**src/rtl/ssp_tx_shifter.sv**
```systemverilog
// -----------------------------------------------------------------------------
// ssp_tx_shifter
//   Transmit serializer for the SSP in TI synchronous serial frame format.
//   Each frame is a one-bit-period SSPFSSOUT sync pulse followed by DATA_WIDTH
//   data bits. One word is taken from the transmit FIFO head per frame.
//
//   Handshake with the FIFO: i_TX_VALID=1 means i_TXDATA holds a valid head
//   word. The word is consumed only on a bit-clock rise at a frame boundary,
//   and the consumption is signalled by a one-cycle o_REQ pulse. The FIFO pops
//   a few cycles later. The head is not sampled again until the next frame
//   boundary, so a stale head word is never reloaded.
//
//   Configuration macro: SSP_TX_LSB_FIRST_EN
//     defined     : LSB first (shift right, SSPTXD = shreg[0])
//     not defined : MSB first (shift left, SSPTXD = shreg[DATA_WIDTH-1])
//
// Ports
//   i_PCLK       system clock, all flops on posedge
//   i_CLEAR_B    synchronous active-low reset
//   i_TXDATA     FIFO head word
//   i_TX_VALID   FIFO not empty
//   o_REQ        one-cycle pop request per loaded word
//   o_SSPCLKOUT  free-running serial clock, 50% duty, half period CLK_DIV
//   o_SSPFSSOUT  frame sync pulse, one bit period wide
//   o_SSPTXD     serial data, changes on SSPCLKOUT rise
//   o_SSPOE_B    active-low pad output enable, low during SYNC and SHIFT
//   o_TX_BUSY    high whenever the FSM is not IDLE
//   o_STATE_DBG  current FSM state (debug observation)
// -----------------------------------------------------------------------------
module ssp_tx_shifter #(
   parameter int DATA_WIDTH = 8,
   parameter int CLK_DIV    = 1
) (
   input  logic                  i_PCLK,
   input  logic                  i_CLEAR_B,
   input  logic [DATA_WIDTH-1:0] i_TXDATA,
   input  logic                  i_TX_VALID,
   output logic                  o_REQ,
   output logic                  o_SSPCLKOUT,
   output logic                  o_SSPFSSOUT,
   output logic                  o_SSPTXD,
   output logic                  o_SSPOE_B,
   output logic                  o_TX_BUSY,
   output logic [1:0]            o_STATE_DBG
);

   localparam int DIV_W = (CLK_DIV > 1) ? $clog2(CLK_DIV) : 1;
   localparam int CNT_W = (DATA_WIDTH > 1) ? $clog2(DATA_WIDTH) : 1;

   localparam logic [DIV_W-1:0] DIV_LAST = DIV_W'(CLK_DIV - 1);
   localparam logic [CNT_W-1:0] CNT_LAST = CNT_W'(DATA_WIDTH - 1);

   localparam logic [1:0] IDLE  = 2'd0;
   localparam logic [1:0] SYNC  = 2'd1;
   localparam logic [1:0] SHIFT = 2'd2;

   logic [1:0]            state_q,   state_d;
   logic [DIV_W-1:0]      div_cnt_q, div_cnt_d;
   logic                  sspclk_q,  sspclk_d;
   logic                  fss_q,     fss_d;
   logic                  txd_q,     txd_d;
   logic                  oe_b_q,    oe_b_d;
   logic                  req_q,     req_d;
   logic [DATA_WIDTH-1:0] shreg_q,   shreg_d;
   logic [CNT_W-1:0]      bitcnt_q,  bitcnt_d;

   logic                  div_wrap;
   logic                  rise_tick;
   logic                  load;
   logic                  out_bit;
   logic [DATA_WIDTH-1:0] shifted;

   // Bit order selection: only the tapped bit and shift direction change.
   always_comb begin
`ifdef SSP_TX_LSB_FIRST_EN
      out_bit = shreg_q[0];
      shifted = shreg_q >> 1;
`else
      out_bit = shreg_q[DATA_WIDTH-1];
      shifted = shreg_q << 1;
`endif
   end

   always_comb begin
      state_d   = state_q;
      div_cnt_d = div_cnt_q;
      sspclk_d  = sspclk_q;
      fss_d     = fss_q;
      txd_d     = txd_q;
      oe_b_d    = oe_b_q;
      req_d     = 1'b0;
      shreg_d   = shreg_q;
      bitcnt_d  = bitcnt_q;
      load      = 1'b0;

      // Free-running divider; the serial clock toggles on every wrap.
      div_wrap = (div_cnt_q == DIV_LAST);
      if (div_wrap) begin
         div_cnt_d = '0;
         sspclk_d  = ~sspclk_q;
      end else begin
         div_cnt_d = div_cnt_q + 1'b1;
      end

      // Everything else moves only on the edge where SSPCLKOUT goes 0->1.
      rise_tick = div_wrap & ~sspclk_q;

      if (rise_tick) begin
         case (state_q)
            IDLE: begin
               txd_d  = 1'b0;
               fss_d  = 1'b0;
               oe_b_d = 1'b1;
               load   = i_TX_VALID;
            end
            SYNC: begin
               fss_d    = 1'b0;
               txd_d    = out_bit;
               shreg_d  = shifted;
               bitcnt_d = CNT_LAST;
               state_d  = SHIFT;
            end
            SHIFT: begin
               if (bitcnt_q != '0) begin
                  txd_d    = out_bit;
                  shreg_d  = shifted;
                  bitcnt_d = bitcnt_q - 1'b1;
               end else if (i_TX_VALID) begin
                  // Back-to-back: next sync pulse follows the last bit directly.
                  load = 1'b1;
               end else begin
                  txd_d   = 1'b0;
                  oe_b_d  = 1'b1;
                  state_d = IDLE;
               end
            end
            default: begin
               state_d = IDLE;
            end
         endcase

         if (load) begin
            shreg_d = i_TXDATA;
            req_d   = 1'b1;
            fss_d   = 1'b1;
            oe_b_d  = 1'b0;
            txd_d   = 1'b0;
            state_d = SYNC;
         end
      end
   end

   always_ff @(posedge i_PCLK) begin
      if (!i_CLEAR_B) begin
         state_q   <= IDLE;
         div_cnt_q <= '0;
         sspclk_q  <= 1'b0;
         fss_q     <= 1'b0;
         txd_q     <= 1'b0;
         oe_b_q    <= 1'b1;
         req_q     <= 1'b0;
         shreg_q   <= '0;
         bitcnt_q  <= '0;
      end else begin
         state_q   <= state_d;
         div_cnt_q <= div_cnt_d;
         sspclk_q  <= sspclk_d;
         fss_q     <= fss_d;
         txd_q     <= txd_d;
         oe_b_q    <= oe_b_d;
         req_q     <= req_d;
         shreg_q   <= shreg_d;
         bitcnt_q  <= bitcnt_d;
      end
   end

   assign o_REQ       = req_q;
   assign o_SSPCLKOUT = sspclk_q;
   assign o_SSPFSSOUT = fss_q;
   assign o_SSPTXD    = txd_q;
   assign o_SSPOE_B   = oe_b_q;
   assign o_TX_BUSY   = (state_q != IDLE);
   assign o_STATE_DBG = state_q;

endmodule
```
**config.mk**
```make
export PLATFORM = sky130hd
export DESIGN_NAME = ssp_tx_shifter
export DESIGN_NICKNAME = d
export VERILOG_FILES = /design/src/rtl/ssp_tx_shifter.sv
export SDC_FILE = /design/constraint.sdc
export NUM_CORES = 1
export LEC_CHECK = 0
export ABC_AREA = 1
export BUFFER_PORTS_ARGS = -buffer_cell sky130_fd_sc_hd__clkbuf_2
export CORE_UTILIZATION = 47
export CTS_CLUSTER_DIAMETER = 60
export DETAILED_ROUTE_END_ITERATION = 12
export GPL_TIMING_DRIVEN = 0
export PLACE_DENSITY = 0.75
export SETUP_SLACK_MARGIN = 0.05
export SLEW_MARGIN = 20
export SYNTH_ARGS = -nofsm -noshare
export SYNTH_HDL_FRONTEND = slang
export SYNTH_SLANG_ARGS = --single-unit
```
**constraint.sdc**
```tcl
create_clock -name i_PCLK -period 2.2 [get_ports i_PCLK]
set_clock_uncertainty 0.2 [all_clocks]
set_input_delay 0.11 -clock i_PCLK [delete_from_list [all_inputs] [get_ports i_PCLK]]
set_output_delay 0.11 -clock i_PCLK [all_outputs]
set_load 0.1 [all_outputs]
```
==> impl_metrics.csv, run 1 <==
group,metric,value,unit
logic_synthesis,synth_fp_nets,178,
floorplan,die_w,50.07,um
cells_and_area,layout-area-overhead-vs-synth,24.88,%
cells_and_area,drive_gt1_share,20.83,%
placed_design,placed_cells,207,
logic_synthesis,ys.flop_type,"dfxtp_1",
power_and_ir_drop,combPwrFrac,38.5,%
logic_synthesis,syn-instance-count,161,
logic_synthesis,synth_area_leader_cell,"dfxtp_1",
cells_and_area,fill_cells,204,
logic_synthesis,async_flop_share,0,%
timing,max_freq,525.3,MHz
detailed_routing,ant_nets,0,
detailed_routing,drt_iter0_drc,37,
detailed_routing,routed-via-count,1082,
setup_path,crit_type,"reg2reg",
setup_path,arrival,1.90,ns
detailed_routing,dr.pass1.iters,4,
grt,grt.overflow.total,0,
power_and_ir_drop,internal_power,0.5649,mW
floorplan,ioPinCount,19,
logic_synthesis,synthTopCellsByArea,"dfxtp_1, nand2_1, nor2_1",
timing,hold_slack,0.08548,ns
timing,worst_slew_pin_slew,0.5543,ns
logic_synthesis,synth_top_area_share,35.02,%
logic_synthesis,syn-cell-area,0.001086,mm2
setup_path,worstPathRequired,2.19,ns
clocking,cts.clk_slew.worst_paths,0.11,ns
cells_and_area,layout.nets,210,
timing,hold_violations,0,
timing,post-route-min-period,1.904,ns
logic_synthesis,synth_seq_area_share,35.02,%
floorplan,core_area,0.002191,mm2
logic_synthesis,ys_top_cells_by_count,"nand2_1, nor2_1, inv_1",
power_and_ir_drop,worst_ir_drop_vdd,0.4090,mV
clocking,cts_tree,"yes",
logic_synthesis,synth_warnings,0,
clocking,clk_latency,0.29,ns
clocking,cts_made_buffers,3,
power_and_ir_drop,p_clk_share,18.8,%
worst_hold_path,whs_path_depth,5,
setup_path,cp_max_fo,10,
detailed_routing,drt_wl_total,2349,um
placed_design,pre_cts_ws,0.3429,ns
logic_synthesis,yosysUniqueCellTypes,20,
logic_synthesis,synth.most_common_cell,"nand2_1",
cells_and_area,instances_no_fill,220,
grt,antenna_found_initial,0,
placed_design,hpwl,1682,um
setup_path,r2r_setup_slack,0.30,ns
logic_synthesis,synth_edf_count,0,
logic_synthesis,syn_avg_cell_area,6.746,um2
placed_design,gp_congestion,0.8714,
grt,first_global_vias,977,
power_and_ir_drop,cellPowerDensity,692.4,mW/mm2
setup_path,critPathLaunchType,"flip-flop",
worst_hold_path,hold_class,"in2reg",
timing,rsz0062_at_grt,"false",
logic_synthesis,ys_seq_elements,19,
grt,grt_max_degree,11,
placed_design,port_buffers,18,
floorplan,start_util,49.57,%
power_and_ir_drop,p_leak,0.6727,nW
floorplan,num_rows,17,
outcome,outcome,"complete, no violations",
power_and_ir_drop,power_frac_seq,42.7,%
grt,grtUsageTotal,20.38,%
detailed_routing,drc,0,
cells_and_area,antenna_cells,0,
setup_path,cp-end-kind,"flip-flop",
flow_run,drv_cap,0,
timing,period_share,86.54,%
timing,worst_slack,0.2962,ns
detailed_routing,avgRoutedWirePerCell,10.68,um
detailed_routing,routed_via_density,4.918,
timing,finalMaxSlewViolations,0,
power_and_ir_drop,switching_share,39.84,%
clocking,htree_num_levels,1,
power_and_ir_drop,p_sw,0.3742,mW
grt,grt_pass1_wl,3926,um
floorplan,die_y,50.07,um
timing,slew_headroom,63.20,%
setup_path,ff2ff_path_depth,11,
clocking,cts_max_path_buffers,2,
timing,setup_viol,0,
clocking,cts_root_buf,"clkbuf_4",
timing,fin_tns_setup,0,ns
clocking,cts-resized-gates,0,
floorplan,die-area,0.002507,mm2
clocking,cts_sinks,19,
## layer usage
| layer | global-route usage, % | up-vias | routed length (um) |
|---|---|---|---|
| li1 | - | 569 | - |
| met1 | 23.60 | 479 | 1084 |
| met2 | 36.44 | 30 | 1134 |
| met3 | 3.086 | 4 | 98 |
| met4 | 8.571 | 0 | 31 |
| met5 | 0 | - | 0 |
## final cells by class
type | count | area, um2 | share of cell area (%)
multi-input combinational | 116 | 589.3 | 43.45
sequential | 19 | 387.9 | 28.60
timing repair buffer | 27 | 180.2 | 13.28
inverter | 21 | 87.58 | 6.458
buffer | 5 | 50.05 | 3.690
tap | 28 | 35.03 | 2.583
clock buffer | 4 | 26.28 | 1.937
## sequential cells by signal, summed over array words and instances, names as in the netlist
signal and count:
shreg_q 8, bitcnt_q 3, o_STATE_DBG 2, div_cnt_q 1
o_REQ 1, o_SSPCLKOUT 1, o_SSPFSSOUT 1, o_SSPOE_B 1
o_SSPTXD 1
## cells in the final DEF, fill, tap and decap left out, drive strengths merged
cell | Yosys | layout
dlygate4sd3 | 0 | 9
o21ai | 3 | 3
nor3 | 1 | 1
nand4 | 4 | 4
clkbuf | 0 | 22
inv | 21 | 20
nor2 | 23 | 23
conb | 1 | 1
a211oi | 1 | 1
a21oi | 7 | 7
ha | 6 | 6
dfxtp | 19 | 19
buf | 5 | 5
nand2 | 50 | 50
xor2 | 1 | 1
nand3 | 17 | 17
o211ai | 2 | 2
clkinvlp | 0 | 1
## critical path: stages, from the launching register on
cell and delay (ns):
dfxtp_4 0.39, inv_4 0.08, ha_1 0.26, nand3_2 0.16
nand2_2 0.12, buf_6 0.14, nand2_2 0.06, buf_6 0.15
nand2_1 0.06, nand2_1 0.05, nor2_1 0.10, nor2_1 0.05
## metrics by stage
| step | power, mW | util, % | instance area [um2] |
|---|---|---|---|
| after detailed placement | 0.7545 | 56.60 | 1240 |
| after global routing | 0.9933 | 61.91 | 1356 |
| final | 0.9390 | 61.91 | 1356 |
| after global placement | 0.7452 | 56.60 | 1240 |
| after floorplan | 0.6913 | - | 1115 |
| after CTS | 0.9446 | 61.91 | 1356 |
## final timing paths
kind	from	to
min reg2reg	o_SSPOE_B	o_SSPOE_B
max reg2reg	o_STATE_DBG[0]	shreg_q[6]
min	i_TX_VALID	shreg_q[0]
max	o_STATE_DBG[0]	shreg_q[6]
## logic make-up (layout without fill, tap and decap cells)
family | after synthesis | count (layout) | share of synthesized area, %
and+or+nand+nor | 95 | 95 | 38.36
buffers and inverters | 26 | 57 | 11.87
DFF | 19 | 19 | 35.02
AOI/OAI and AO/OA | 13 | 13 | 6.681
adders and majority gates | 6 | 6 | 6.912
other | 1 | 1 | 0.3453
xor gates and xnor gates | 1 | 1 | 0.8066
## power by group through the flow
stage	registers [mW]	logic (mW)	clock network, mW
2_1_floorplan	0.473	0.218	0
3_3_place_gp	0.407	0.338	0
3_5_place_dp	0.409	0.346	0
4_1_cts	0.401	0.360	0.183
5_1_grt	0.405	0.397	0.191
6_report	0.401	0.361	0.176
## timing repair
action / 4_1_cts / 5_1_grt
hold buffers: 9 / 0
setup buffers: 0 / 0
endpoints found under the setup margin: 0 / 0
endpoints found under the hold margin: 14 / 0
(Power assumes the default switching activity.)
==> inputs of run 2 (changes only) <==
--- a/constraint.sdc
+++ b/constraint.sdc
@@ -4,2 +4,2 @@
 set_output_delay 0.11 -clock i_PCLK [all_outputs]
-set_load 0.1 [all_outputs]
+set_load 0.01 [all_outputs]
==> impl_metrics.csv, run 2 (synthesis gave the netlist of run 1 again) <==
group,metric,value,unit
clocking,cts.clk_slew.worst_paths,0.11,ns
cells_and_area,layout-area-overhead-vs-synth,22.35,%
clocking,cts_tree,"yes",
power_and_ir_drop,cellPowerDensity,632.3,mW/mm2
cells_and_area,fill_cells,203,
floorplan,ioPinCount,19,
setup_path,cp_slowest_cell,"dfxtp_2",
cells_and_area,instances_no_fill,220,
detailed_routing,drt_wl_total,2329,um
timing,hold_violations,0,
worst_hold_path,worstHoldStart,"i_TX_VALID",
clocking,cts_max_path_buffers,2,
clocking,htree_num_levels,1,
worst_hold_path,hold_class,"in2reg",
timing,fin_tns_setup,0,ns
cells_and_area,largest_register,"shreg_q",
setup_path,critPathLaunchType,"flip-flop",
worst_hold_path,whs_path_depth,6,
grt,antenna_found_initial,0,
setup_path,crit_type,"reg2reg",
timing,post-route-min-period,1.964,ns
timing,setup_viol,0,
placed_design,hpwl,1748,um
grt,first_global_vias,958,
clocking,cts_sinks,19,
detailed_routing,dr.pass1.iters,4,
setup_path,crit_chain,"inv_1 > ha_1 > nand3_2 > nand2_2 > buf_6 > nand2_2 > buf_6 > nand2_1 > nand2_1 > nor2_1 > nor2_1",
setup_path,ff2ff_path_depth,11,
clocking,cts_root_buf,"clkbuf_4",
placed_design,placed_cells,207,
cells_and_area,final_cell_mix,"nand2_1, nor2_1, inv_1",
grt,grt.overflow.total,0,
floorplan,num_rows,17,
placed_design,gp_congestion,0.8489,
setup_path,worstPathRequired,2.20,ns
timing,period_share,89.29,%
detailed_routing,ant_nets,0,
cells_and_area,largest_register_ff_count,8,
setup_path,crit_path_start,"o_STATE_DBG[0]",
cells_and_area,antenna_cells,0,
floorplan,core_area,0.002191,mm2
setup_path,regToRegStartpoint,"o_STATE_DBG[0]",
clocking,clk_latency,0.29,ns
flow_run,drv_cap,0,
grt,grtUsageTotal,21.22,%
power_and_ir_drop,p_leak,0.6902,nW
floorplan,die-area,0.002507,mm2
setup_path,cp_max_fo,10,
setup_path,arrival,1.96,ns
clocking,cts_made_buffers,3,
timing,max_freq,509.0,MHz
detailed_routing,routed_via_density,4.800,
power_and_ir_drop,worst_ir_drop_vdd,0.3577,mV
cells_and_area,layout.nets,210,
floorplan,die_w,50.07,um
timing,finalMaxSlewViolations,0,
detailed_routing,routed-via-count,1056,
detailed_routing,avgRoutedWirePerCell,10.59,um
grt,grt_max_degree,11,
grt,grt_pass1_wl,3967,um
cells_and_area,drive_gt1_share,18.23,%
setup_path,cp_slowest_stage_delay,0.37,ns
cells_and_area,layout_commonest_cell,"nand2_1",
floorplan,start_util,49.57,%
floorplan,die_y,50.07,um
timing,rsz0062_at_grt,"false",
outcome,outcome,"complete, no violations",
setup_path,cp-end-kind,"flip-flop",
placed_design,port_buffers,18,
detailed_routing,drt_iter0_drc,23,
detailed_routing,drc,0,
-- run 2: report_power, final --
group          switching, mW  total, mW  internal [mW]
clock network          0.105      0.175         0.0705
registers             0.0208      0.399          0.378
logic                  0.157      0.266          0.109
total                  0.283      0.840          0.557
-- run 2: area by class of cell --
cell class              count  area, um2  area share [%]
plain buffers               5      50.05           3.766
clock buffers               4      26.28           1.977
repair buffers             27      180.2           13.56
well taps                  28      35.03           2.637
multi-input cells         116      576.8           43.41
flip-flops and latches     19      381.6           28.72
inverters                  21      78.83           5.932
-- run 2: final timing paths --
path	endpoint	slack [ns]
setup / recovery	shreg_q[1]	0.24
hold / removal	shreg_q[0]	0.1
setup reg to reg	shreg_q[1]	0.24
hold reg to reg	o_SSPTXD	0.27
-- run 2: through the flow --
step / total power, mW / worst slack (ns) / util [%] / hold WS (ns) / cell area, um2
global placement: 0.6476 / 0.2999 / 55.28 / 0.2381 / 1211
floorplan: 0.5941 / 0.3802 / - / 0.04445 / 1086
detailed placement: 0.6601 / 0.2328 / 55.28 / 0.2414 / 1211
CTS: 0.8521 / 0.2093 / 60.59 / 0.08168 / 1328
finish: 0.8402 / 0.2355 / 60.65 / 0.09550 / 1329
global route: 0.9028 / 0.08295 / 60.65 / 0.08930 / 1329
-- run 2: repair_timing --
action,CTS,global route
setup buffers,0,0
gates resized for setup,0,1
hold buffers,9,0
hold endpoints to repair,16,0
setup endpoints to repair,0,4
-- run 2: critical path, delay by kind of cell (launching register included) --
family / cells / cell delay (ns)
adders and majority gates: 1 / 0.29
buffers and inverters: 3 / 0.42
and+or+nand+nor: 7 / 0.58
DFF: 1 / 0.37
-- run 2: metal layers --
metal	share of wire [%]	vias up	wire length, um	track usage, %
met5	0	-	0	0
met4	0.90	0	21	10.00
met3	2.6	2	60	2.778
met2	50	17	1162	36.89
met1	47	468	1084	25.28
li1	-	569	-	-
==> inputs of run 3 (changes only) <==
Settings changed: MAX_ROUTING_LAYER from default to met4.
==> impl_metrics.csv, run 3 (synthesis gave the netlist of run 1 again) <==
group,metric,value,unit
timing,hold_violations,0,
grt,grtUsageTotal,21.81,%
floorplan,core_area,0.002191,mm2
detailed_routing,routed-via-count,1053,
clocking,cts_tree,"yes",
clocking,cts_made_buffers,3,
detailed_routing,ant_nets,0,
power_and_ir_drop,p_leak,0.6902,nW
cells_and_area,antenna_cells,0,
clocking,cts_setup_buffers,0,
setup_path,arrival,1.95,ns
setup_path,crit_type,"reg2reg",
setup_path,cp_slowest_stage_delay,0.37,ns
clocking,htree_num_levels,1,
timing,finalMaxSlewViolations,0,
power_and_ir_drop,power_frac_seq,47.5,%
detailed_routing,drt_iter0_drc,23,
cells_and_area,largest_register,"shreg_q",
outcome,outcome,"complete, no violations",
power_and_ir_drop,combPwrFrac,31.6,%
detailed_routing,routed_via_density,4.786,
timing,fin_tns_setup,0,ns
power_and_ir_drop,power,0.8396,mW
floorplan,ioPinCount,19,
timing,period_share,88.95,%
cells_and_area,layout.nets,210,
detailed_routing,dr.pass1.iters,4,
cells_and_area,drive_gt1_share,18.23,%
clocking,cts_max_path_buffers,2,
power_and_ir_drop,switching_share,33.62,%
power_and_ir_drop,p_sw,0.2823,mW
cells_and_area,layout_commonest_cell,"nand2_1",
setup_path,worst-path-buf-inv,3,
floorplan,die-area,0.002507,mm2
setup_path,cp_max_fo,10,
grt,antenna_found_initial,0,
setup_path,cp_top_family,"simple AND/OR/NAND/NOR gates",
floorplan,start_util,49.57,%
setup_path,critPathLaunchType,"flip-flop",
cells_and_area,largest_register_ff_count,8,
timing,rsz0062_at_grt,"false",
floorplan,num_rows,17,
floorplan,die_w,50.07,um
power_and_ir_drop,p_clk_share,20.9,%
power_and_ir_drop,worst_ir_drop_vdd,0.3578,mV
timing,post-route-min-period,1.957,ns
grt,grt_max_degree,11,
detailed_routing,avgRoutedWirePerCell,10.55,um
setup_path,cp_slowest_cell,"dfxtp_2",
clocking,cts.clk_slew.worst_paths,0.11,ns
cells_and_area,final_cell_mix,"nand2_1, nor2_1, inv_1",
grt,grt_pass1_wl,3967,um
flow_run,drv_cap,0,
power_and_ir_drop,internal_power,0.5574,mW
timing,setup_viol,0,
placed_design,gp_congestion,0.8623,
timing,max_freq,511.0,MHz
timing,hold_slack,0.09664,ns
clocking,clk_latency,0.29,ns
power_and_ir_drop,cellPowerDensity,631.9,mW/mm2
setup_path,worstPathRequired,2.20,ns
grt,grt.overflow.total,0,
grt,first_global_vias,959,
detailed_routing,drc,0,
floorplan,die_y,50.07,um
setup_path,crit_chain,"inv_1 > ha_1 > nand3_2 > nand2_2 > buf_6 > nand2_2 > buf_6 > nand2_1 > nand2_1 > nor2_1 > nor2_1",
clocking,cts_root_buf,"clkbuf_4",
setup_path,cp-end-kind,"flip-flop",
clocking,cts_sinks,19,
placed_design,hpwl,1748,um
detailed_routing,drt_wl_total,2320,um
cells_and_area,layout-area-overhead-vs-synth,22.35,%
placed_design,port_buffers,18,
worst_hold_path,hold_class,"in2reg",
==> run 3: cell counts in the layout (fill, tap and decap cells not counted) <==
No cell type changed its count.
==> run 3: cell type report <==
type	instances	area, um2
repair buffers	27	180.2
multi-input cells	116	576.8
well taps	28	35.03
plain buffers	5	50.05
fillers	203	862.1
inverters	21	78.83
flip-flops and latches	19	381.6
clock buffers	4	26.28
==> run 3: power groups by stage <==
stage | combinational (mW) | clock [mW] | sequential [mW]
after floorplan | 0.187 | 0 | 0.407
after global placement | 0.243 | 0 | 0.405
after detailed placement | 0.254 | 0 | 0.406
after CTS | 0.267 | 0.186 | 0.399
after global routing | 0.299 | 0.201 | 0.403
final | 0.266 | 0.175 | 0.399
==> run 3: per-layer routing <==
metal	wire length [um]	part of all wire [%]	GRT usage [%]
met3	62	2.7	2.778
met1	1073	46	25.28
met5	0	0	-
met2	1162	50	36.89
met4	21	0.91	10.00
==> run 3: path summary, 6_finish.rpt <==
| kind | startpoint | to | slack, ns | depth (start not counted) |
|---|---|---|---|---|
| setup / recovery | o_STATE_DBG[0] | shreg_q[1] | 0.24 | 11 |
| hold / removal | i_TX_VALID | shreg_q[0] | 0.1 | 6 |
| setup reg to reg | o_STATE_DBG[0] | shreg_q[1] | 0.24 | 11 |
| hold reg to reg | o_SSPTXD | o_SSPTXD | 0.27 | 2 |
==> run 3: worst register-to-register path: cells and delay by family (launching register included) <==
kind | cells | cell delay, ns
AND/OR/NAND/NOR | 7 | 0.59
buffers and inverters | 3 | 0.41
adder cells (fa/ha/maj) | 1 | 0.29
flip-flops | 1 | 0.37
==> run 3: repair_timing <==
| action | in CTS | in global routing |
|---|---|---|
| gates resized for setup | 0 | 1 |
| endpoints found under the hold margin | 16 | 0 |
| hold buffers | 9 | 0 |
| endpoints found under the setup margin | 0 | 4 |
==> run 3: per-stage QoR <==
stage                     cell area, um2  std cells  utilization [%]  setup WS (ns)
after floorplan                     1086        161                -         0.3802
after detailed placement            1211        207            55.28         0.2328
after global placement              1211        207            55.28         0.2999
final                               1329        220            60.65         0.2431
after CTS                           1328        220            60.59         0.2093
after global routing                1329        220            60.65        0.08295
